==> config.mk <==
export PLATFORM = sky130hd
export DESIGN_NAME = sat_sample_collector
export DESIGN_NICKNAME = d
export VERILOG_FILES = /design/src/rtl/sat_collect_pkg.sv /design/src/rtl/sync_fifo.sv /design/src/rtl/sat_sample_collector.sv
export SDC_FILE = /design/constraint.sdc
export NUM_CORES = 1
export LEC_CHECK = 0
export CELL_PAD_IN_SITES_DETAIL_PLACEMENT = 0
export CELL_PAD_IN_SITES_GLOBAL_PLACEMENT = 1
export CORE_MARGIN = 2
export CORE_UTILIZATION = 30
export DETAILED_ROUTE_END_ITERATION = 12
export PLACE_DENSITY = 0.56
export SETUP_SLACK_MARGIN = 0.5
export SLEW_MARGIN = 0
export SYNTH_ARGS = -nofsm -noshare
export SYNTH_HDL_FRONTEND = slang
export SYNTH_SLANG_ARGS = --single-unit
==> constraint.sdc <==
create_clock -name clk -period 5.3 [get_ports clk]
set_clock_uncertainty 0.15 [all_clocks]
set_input_delay 0.795 -clock clk [delete_from_list [all_inputs] [get_ports clk]]
set_output_delay 0.795 -clock clk [all_outputs]
set_load 0.02 [all_outputs]
==> src/rtl/sat_collect_pkg.sv <==
// Shared types and helpers for the satisfying-sample collector.
package sat_collect_pkg;

    typedef enum logic [1:0] {
        S_IDLE  = 2'd0,
        S_RUN   = 2'd1,
        S_DRAIN = 2'd2,
        S_DONE  = 2'd3
    } state_t;

    // Width needed to hold an occupancy count from 0 up to depth inclusive.
    function automatic int clog2p1(input int depth);
        return $clog2(depth) + 1;
    endfunction

endpackage

==> src/rtl/sync_fifo.sv <==
// Single-clock FIFO with registered storage. The head entry becomes visible
// the cycle after it is written. The output is forced to zero when empty so
// that nothing stale or undefined leaks out.
module sync_fifo
    import sat_collect_pkg::*;
#(
    parameter  int W     = 40,
    parameter  int DEPTH = 16,
    localparam int LW    = clog2p1(DEPTH),
    localparam int AW    = $clog2(DEPTH)
) (
    input  logic          clk,
    input  logic          rst,
    input  logic          push,
    input  logic          pop,
    input  logic          flush,
    input  logic [W-1:0]  din,
    output logic [W-1:0]  dout,
    output logic          full,
    output logic          empty,
    output logic [LW-1:0] level
);

    logic [W-1:0]  mem [DEPTH];
    logic [AW-1:0] rd_ptr;
    logic [AW-1:0] wr_ptr;
    logic          do_push;
    logic          do_pop;

    // A flush overrides any push or pop in the same cycle.
    assign do_push = push & ~full & ~flush;
    assign do_pop  = pop & ~empty & ~flush;
    assign full    = (level == LW'(DEPTH));
    assign empty   = (level == '0);
    assign dout    = empty ? '0 : mem[rd_ptr];

    // Pointer and occupancy tracking; pointers wrap naturally because DEPTH is a power of two.
    always_ff @(posedge clk) begin
        if (rst || flush) begin
            rd_ptr <= '0;
            wr_ptr <= '0;
            level  <= '0;
        end else begin
            if (do_push) wr_ptr <= wr_ptr + 1'b1;
            if (do_pop)  rd_ptr <= rd_ptr + 1'b1;
            if (do_push && !do_pop)
                level <= level + 1'b1;
            else if (do_pop && !do_push)
                level <= level - 1'b1;
        end
    end

    // Storage write; no reset needed because reads are gated by empty.
    always_ff @(posedge clk) begin
        if (do_push) mem[wr_ptr] <= din;
    end

endmodule

==> src/rtl/sat_sample_collector.sv <==
// Collects satisfying input vectors from the formula evaluator into a FIFO,
// counts total and satisfying samples, and stops after MAX_SAT hits.
//
//   state   | meaning
//   --------+------------------------------------------------------------
//   S_IDLE  | after reset; nothing accepted, waiting for start
//   S_RUN   | accepting samples while the FIFO has room
//   S_DRAIN | MAX_SAT reached; input closed, FIFO being emptied
//   S_DONE  | FIFO empty after a completed run; counters held until start
module sat_sample_collector
    import sat_collect_pkg::*;
#(
    parameter  int NUM_IN  = 40,
    parameter  int DEPTH   = 16,
    parameter  int CNT_W   = 32,
    parameter  int MAX_SAT = 1000,
    localparam int LW      = clog2p1(DEPTH)
) (
    input  logic              clk,
    input  logic              rst,
    input  logic              start,
    input  logic              in_valid,
    output logic              in_ready,
    input  logic [NUM_IN-1:0] in_vec,
    input  logic              in_sat,
    output logic              out_valid,
    input  logic              out_ready,
    output logic [NUM_IN-1:0] out_vec,
    output logic [CNT_W-1:0]  total_cnt,
    output logic [CNT_W-1:0]  sat_cnt,
    output logic [LW-1:0]     fifo_level,
    output logic              busy,
    output logic              done
);

    // sat_cnt value just before the final satisfying sample is accepted.
    localparam logic [CNT_W-1:0] SAT_LAST = (MAX_SAT == 0) ? '0 : CNT_W'(MAX_SAT - 1);

    state_t state;
    state_t state_nxt;
    logic   full;
    logic   empty;
    logic   accept;
    logic   push;
    logic   pop;
    logic   flush;
    logic   sat_last;
    logic   drain_empty;

    // start only means something from IDLE or DONE, and then it beats any pop.
    assign flush       = start & ((state == S_IDLE) | (state == S_DONE));
    assign in_ready    = (state == S_RUN) & ~full;
    assign accept      = in_valid & in_ready;
    assign push        = accept & in_sat;
    assign pop         = out_ready & ~empty & ~flush;
    assign out_valid   = ~empty;
    assign busy        = (state == S_RUN) | (state == S_DRAIN);
    assign done        = (state == S_DONE);
    assign sat_last    = (MAX_SAT != 0) && push && (sat_cnt == SAT_LAST);
    // Leave DRAIN on the same edge that removes the last entry, so done and an
    // empty FIFO show up together.
    assign drain_empty = empty | ((fifo_level == LW'(1)) & pop);

    sync_fifo #(
        .W     (NUM_IN),
        .DEPTH (DEPTH)
    ) u_fifo (
        .clk   (clk),
        .rst   (rst),
        .push  (push),
        .pop   (pop),
        .flush (flush),
        .din   (in_vec),
        .dout  (out_vec),
        .full  (full),
        .empty (empty),
        .level (fifo_level)
    );

    // State register.
    always_ff @(posedge clk) begin
        if (rst) state <= S_IDLE;
        else     state <= state_nxt;
    end

    // Next-state decode.
    always_comb begin
        state_nxt = state;
        case (state)
            S_IDLE:  if (start)       state_nxt = S_RUN;
            S_RUN:   if (sat_last)    state_nxt = S_DRAIN;
            S_DRAIN: if (drain_empty) state_nxt = S_DONE;
            S_DONE:  if (start)       state_nxt = S_RUN;
            default:                  state_nxt = S_IDLE;
        endcase
    end

    // Sample counters; cleared by a honoured start, saturating at all-ones.
    always_ff @(posedge clk) begin
        if (rst || flush) begin
            total_cnt <= '0;
            sat_cnt   <= '0;
        end else if (accept) begin
            if (total_cnt != '1)          total_cnt <= total_cnt + 1'b1;
            if (in_sat && sat_cnt != '1)  sat_cnt   <= sat_cnt + 1'b1;
        end
    end

endmodule
Yosys cells after proc, flatten, opt, wreduce, memory -nomap -nowiden
Memory sizes are Yosys's and may differ from the RTL's. A register that Yosys moved wholly into a read port is not among the register bits.
Index checks and enable logic that the tools add are counted.
{"block": "totals", "reg_bits": 79, "ramBits": 640, "inputBits": 46, "output_inout_bits": 113, "elab_cells": 66, "memories": 1}
{"name": "u_fifo.mem", "depth": 16, "word_bits": 40, "read_ports": 1, "rd_clocked_by_memory_dff": 1, "wr": 1, "line": "sync_fifo.sv:24", "rtl": "logic [W-1:0] mem [DEPTH];"}
{"block": "classes", "addsub": 6, "eq_ne": 11, "n_mux": 11, "n_bitwise": 17, "n_reduce_logical": 14}
{"cell": "$add 32x1->32 const B", "n": 2}
{"cell": "$ne 32x32->1 const B", "n": 2}
{"cell": "$mux 40", "n": 1}
{"cell": "$eq 32x10->1 const B", "n": 1}
{"cell": "$and 1x1->1", "n": 11}
{"cell": "$mux 5", "n": 2}
{"cell": "$add 4x1->4 const B", "n": 2}
{"cell": "$mux 4", "n": 2}
{"cell": "$mux 2", "n": 3}
{"cell": "$pmux 2 s3", "n": 1}
{"cell": "$add 5x1->5 const B", "n": 1}
{"cell": "$eq 5x1->1 const B", "n": 1}
{"cell": "$eq 5x5->1 const B", "n": 1}
{"cell": "$logic_not 5->1", "n": 1}
{"cell": "$sub 5x1->5 const B", "n": 1}
{"cell": "$eq 2x2->1 const B", "n": 2}
{"cell": "$logic_and 1x1->1", "n": 4}
{"cell": "$ne 2x2->1 const B", "n": 2}
{"cell": "$reduce_and 2->1", "n": 2}
{"cell": "$not 1->1", "n": 3}
{"cell": "$or 1x1->1", "n": 3}
{"cell": "$reduce_and 3->1", "n": 1}
{"cell": "$eq 2x1->1 const B", "n": 1}
{"cell": "$logic_not 1->1", "n": 2}
{"cell": "6 further kinds", "n": 7}

Logic depth before layout (Yosys ltp)
{"block": "depth", "word_depth": 11, "mapped_depth": 11}

By module
Synthesis repeated with hierarchy kept, for this count alone.
{"block": "hier_totals", "cells_unflattened": 1529, "hier_area_um2": 28758.8}
{"module": "sync_fifo", "instances": 1, "cells_each": 1092, "area_each_um2": 25177.9, "seq_area_each_um2": 19558.8}
{"module": "sat_sample_collector", "instances": 1, "cells_each": 437, "area_each_um2": 3580.9, "seq_area_each_um2": 1321.3}

Worst setup path after synthesis
OpenSTA, ideal clock, no wires.
{"block": "synth_path", "kind": "reg2reg", "startpoint": "register u_fifo.level[0]", "endpoint": "memory u_fifo.mem[3][0], enable pin", "arrival_ns": 4.619, "t_required_ns": 4.663, "path_slack_ns": 0.044, "stages_incl_launch_ff": 8, "path_buffers": 1, "synth_period_minus_slack_ns": 5.256, "cell_sequence": "dfxtp_1 > inv_1 > ha_1 > nor4bb_1 > buf_2 > nor3b_1 > nand2_1 > nor3_1"}
{"block": "synth_between", "elab_chain_cells": 9}
{"item": "from (decl)", "line": "sync_fifo.sv:21", "rtl": "output logic [LW-1:0] level"}
{"item": "from (signal assigned)", "line": "sync_fifo.sv:47", "rtl": "level <= level + 1'b1;"}
{"item": "from (signal assigned)", "line": "sync_fifo.sv:49", "rtl": "level <= level - 1'b1;"}
{"item": "$eq 5x5->1 *", "line": "sync_fifo.sv:33", "rtl": "assign full = (level == LW'(DEPTH));"}
{"item": "$not 1->1 *", "line": "sync_fifo.sv:31, sat_sample_collector.sv:52"}
{"item": "$and 1x1->1", "line": "sat_sample_collector.sv:52", "rtl": "assign in_ready = (state == S_RUN) & ~full;"}
{"item": "$and 1x1->1", "line": "sat_sample_collector.sv:53", "rtl": "assign accept = in_valid & in_ready;"}
{"item": "$and 1x1->1", "line": "sat_sample_collector.sv:54", "rtl": "assign push = accept & in_sat;"}
{"item": "$and 1x1->1 * (2 in series)", "line": "sync_fifo.sv:31", "rtl": "assign do_push = push & ~full & ~flush;"}
{"item": "named net u_fifo.do_push", "line": "sync_fifo.sv:27", "rtl": "logic do_push;"}
{"item": "$mux 1 *", "line": "sync_fifo.sv:55", "rtl": "if (do_push) mem[wr_ptr] <= din;"}
{"item": "$mux 1 (not written as such) *", "line": "sync_fifo.sv:55"}
{"item": "to (decl)", "line": "sync_fifo.sv:24"}
The timed path passes the listed nets; every way through them passes the cells marked *.

==> metrics.txt <==
# TYPE chip_impl_metric gauge
chip_impl_info{name="rsz0062_at_grt",value="no"} 1
chip_impl_info{name="synth.largest_area_cell",value="edfxtp_1"} 1
chip_impl_metric{name="power_per_cell_area",unit="nW/um2"} 433
chip_impl_metric{name="multi_input_comb_area",unit="um2"} 7470
chip_impl_metric{name="layout.cells.non_filler",unit=""} 3019
chip_impl_metric{name="distinct_cells_synth",unit=""} 53
chip_impl_info{name="result_of_the_run",value="complete, no violations"} 1
chip_impl_metric{name="grt_pass1_wl",unit="um"} 107000
chip_impl_metric{name="fmax",unit="MHz"} 224
chip_impl_info{name="min-delay-path-class",value="register to register"} 1
chip_impl_metric{name="insertion_delay",unit="ns"} 0.65
chip_impl_metric{name="timing.critical_path.buf_inv",unit=""} 2
chip_impl_info{name="timing.hold.worst_endpoint",value="total_cnt[6]"} 1
chip_impl_metric{name="r2r_cells",unit=""} 10
chip_impl_metric{name="antenna_violating_nets_post_route",unit=""} 0
chip_impl_metric{name="report.final.hold_viol_count",unit=""} 0
chip_impl_metric{name="share_of_post_route_cells_with_drive_strength_above_1",unit="%"} 22.2
chip_impl_info{name="synth.most_common_cell",value="edfxtp_1"} 1
chip_impl_metric{name="cts_repair_resized_insts",unit=""} 0
chip_impl_metric{name="mappedNetlistNets",unit=""} 1533
chip_impl_metric{name="cts-buffers-inserted",unit=""} 84
chip_impl_info{name="r2r-end",value="u_fifo.level[3]"} 1
chip_impl_metric{name="die_height",unit="um"} 312
chip_impl_metric{name="syn_avg_cell_area",unit="um2"} 19.4
chip_impl_metric{name="ios",unit=""} 159
chip_impl_metric{name="critical_path_fanout_max",unit=""} 39
chip_impl_info{name="ctsRootBufferMaster",value="clkbuf_16"} 1
chip_impl_metric{name="worst_ir_drop_vdd",unit="mV"} 0.446
chip_impl_info{name="timing.rr.start",value="u_fifo.level[0]"} 1
chip_impl_metric{name="die_w",unit="um"} 312
chip_impl_metric{name="post_synth_inst_count",unit=""} 1472
chip_impl_metric{name="register_area",unit="um2"} 20900
chip_impl_metric{name="critical_path.max_stage_delay",unit="ns"} 0.79
chip_impl_metric{name="grt_pass1_vias",unit=""} 15600
chip_impl_metric{name="synth_largest_type_area_fraction",unit="%"} 67.4
chip_impl_metric{name="core_box_area",unit="um2"} 94600
chip_impl_metric{name="min_period_over_period",unit="%"} 84.4
chip_impl_metric{name="final.min_clock_period",unit="ns"} 4.47
chip_impl_metric{name="placementRows",unit=""} 113
chip_impl_metric{name="viasPerCell",unit=""} 4.94
chip_impl_metric{name="num-fill-cells",unit=""} 8627
chip_impl_info{name="worst_path_max_delay_cell",value="dfxtp_4"} 1
chip_impl_metric{name="critical_path_required",unit="ns"} 4.36
chip_impl_info{name="cp-start-kind",value="register"} 1
chip_impl_metric{name="number_of_iterations_in_the_first_detailed_routing_pass",unit=""} 4
chip_impl_info{name="crit_family",value="buffers and inverters"} 1
chip_impl_metric{name="start_util",unit="%"} 30.2
chip_impl_metric{name="detailroute.via_count",unit=""} 14900
chip_impl_metric{name="ys_async_sr_fraction",unit="%"} 0
chip_impl_metric{name="grt.overflow.total",unit=""} 0
chip_impl_metric{name="dp_cell_count",unit=""} 2860
chip_impl_metric{name="worstMarginPinSlew",unit="ns"} 1.14
chip_impl_metric{name="timing.hold.ws",unit="ns"} 0.356
chip_impl_info{name="ordered_cell_list_for_the_critical_path",value="buf_4 -> mux4_2 -> mux4_2 -> and2_1 -> clkdlybuf4s50_1"} 1
chip_impl_metric{name="grt_antenna_before_repair",unit=""} 5
chip_impl_metric{name="cts.htree.levels",unit=""} 3
chip_impl_info{name="top_cell_by_count_worst_path",value="mux4_2"} 1
chip_impl_metric{name="p_leak",unit="nW"} 10.4
chip_impl_metric{name="slew_violations",unit=""} 0
chip_impl_info{name="synth_commonest_cells",value="edfxtp_1 (640), mux4_2 (200), dfxtp_1 (83)"} 1
chip_impl_metric{name="globalplace.congestion",unit=""} 0.730
chip_impl_metric{name="dieArea",unit="um2"} 97600
chip_impl_metric{name="routedWlPerCell",unit="um"} 24.1
chip_impl_metric{name="synth_warnings",unit=""} 0
chip_impl_metric{name="path_clk_slew",unit="ns"} 0.06
chip_impl_metric{name="maxSlewHeadroom",unit="%"} 22.9
chip_impl_metric{name="seq_area_frac_synth",unit="%"} 73.2
chip_impl_info{name="synthTopCellsByArea",value="edfxtp_1 (67%), mux4_2 (16%), dfxtp_1 (5.8%)"} 1
chip_impl_metric{name="cts_sinks",unit=""} 723
chip_impl_info{name="crit_type",value="register to primary output"} 1
chip_impl_metric{name="maximum_number_of_pins_on_one_net_before_global_route_repair",unit=""} 57
chip_impl_metric{name="area.growth.synth_to_final",unit="%"} 22.5
chip_impl_metric{name="finalNetCount",unit=""} 1743
chip_impl_info{name="tritoncts",value="done"} 1
chip_impl_metric{name="timing.critical_path.arrival",unit="ns"} 3.53
chip_impl_metric{name="timing.final.setup_violations",unit=""} 0
chip_impl_metric{name="hold_depth",unit=""} 2
chip_impl_metric{name="place_hpwl",unit="um"} 36900
chip_impl_metric{name="r2r_setup_slack",unit="ns"} 2.06
chip_impl_metric{name="globalRouteTotalUtil",unit="%"} 14.9
chip_impl_metric{name="synth.cell_area",unit="um2"} 28500
chip_impl_metric{name="synth_edf_count",unit=""} 640
chip_impl_metric{name="io_buffers",unit=""} 158
chip_impl_metric{name="longest_clk_path_bufs",unit=""} 3
chip_impl_metric{name="wirelength",unit="um"} 72600
chip_impl_info{name="critical_path.endpoint_type",value="primary output"} 1
chip_impl_metric{name="dr.first_iter.drc_count",unit=""} 1212
chip_impl_metric{name="remaining_drc_errors",unit=""} 0
chip_impl_metric{name="final.setup.tns",unit="ns"} 0
chip_impl_metric{name="max_cap_violations",unit=""} 0
chip_impl_metric{name="ys_seq_elements",unit=""} 723
chip_impl_info{name="timing.hold.worst.start",value="total_cnt[6]"} 1
chip_impl_info{name="synth_ff_type",value="edfxtp_1"} 1
worst reg2reg max path, stage by stage (launching register included):
cell and delay (ns):
dfxtp_1 0.47, inv_1 0.11, ha_1 0.22, or4b_2 0.69, and3_1 0.33, inv_1 0.06
ha_1 0.27, or4_1 0.43, a21oi_1 0.19, xnor2_1 0.14, nor2_1 0.05
timing repair:
item / CTS / global route
endpoints found under the setup margin: 0 / 7
hold buffers: 0 / 0
buffers inserted: 0 / 1
per-layer routing:
metal,vias up,track usage [%],share of wire [%]
met5,-,0,0.040
met4,4,4.03,2.1
met3,97,3.12,5.2
met2,364,24.5,48
met1,7924,20.0,44
li1,6539,-,-
cell usage in the layout, fill, tap and decap left out, types with 10 or more instances in the layout:
cell and count:
o21ai_0 40, nor2_1 33, buf_4 13, clkdlybuf4s50_1 158, or4_1 18, edfxtp_1 640, buf_12 23, nand3_1 27
dfxtp_1 79, mux4_2 200, nand2_1 49, inv_1 16, ha_1 15, a21oi_1 51, and3_1 12, clkinv_1 17
or3_1 35, and2_1 46, clkbuf_1 21, clkbuf_16 86, nand4_1 23, nor2_4 12, and4_1 11, clkinv_2 10
xor2_1 11
how the worst max path moves through the flow:
stage / cells after the start / slack [ns] / from / endpoint
2_1_floorplan: 7 / 1.11 / u_fifo.level[0] / u_fifo.mem[7][0]
3_3_place_gp: 5 / 1.25 / register / out_vec[19]
3_5_place_dp: 5 / 1.27 / register / out_vec[19]
4_1_cts: 5 / 0.54 / register / out_vec[19]
5_1_grt: 5 / 0.68 / register / out_vec[10]
6_report: 5 / 0.83 / register / out_vec[5]
final cells by class:
| type | count | share of cell area, % |
|---|---|---|
| repair buffers | 194 | 6.12 |
| clock buffers | 110 | 6.50 |
| multi-input cells | 663 | 21.4 |
| clock inverters | 45 | 1.50 |
| flip-flops and latches | 723 | 59.8 |
| well taps | 1265 | 4.53 |
| inverters | 16 | 0.172 |
| diodes | 3 | 0.0215 |
logic make-up (layout without fill, tap and decap cells):
kind of cell	count (synthesis)	in the layout	synth area share, %
DFF	723	723	73.2
and+or+nand+nor	301	301	5.91
muxes	202	202	15.9
AOI/OAI and AO/OA	128	128	2.64
buffers and inverters	86	365	1.19
xor gates and xnor gates	17	17	0.522
adders and majority gates	15	15	0.658
other	0	3	0
registers in the layout (all words and copies together) (netlist names), named ones only:
register	flops
u_fifo.level	5
total_cnt	32
sat_cnt	32
u_fifo.mem	640
state	2
u_fifo.rd_ptr	4
u_fifo.wr_ptr	4
stage by stage:
step | instance area (um2) | total power, mW | util (%) | setup slack, ns
global placement | 32100 | 9.50 | 34.0 | 1.25
CTS | 34900 | 15.4 | 36.9 | 0.539
finish | 34900 | 15.1 | 36.9 | 0.829
floorplan | 28500 | 7.95 | - | 1.11
detailed placement | 32100 | 9.51 | 34.0 | 1.27
global route | 34900 | 15.7 | 36.9 | 0.685
power breakdown:
group | switching, mW | internal [mW]
clock | 2.37 | 3.44
combinational | 1.70 | 1.27
sequential | 0.0806 | 6.27
total | 4.14 | 11.0
(Power assumes the default switching activity.)
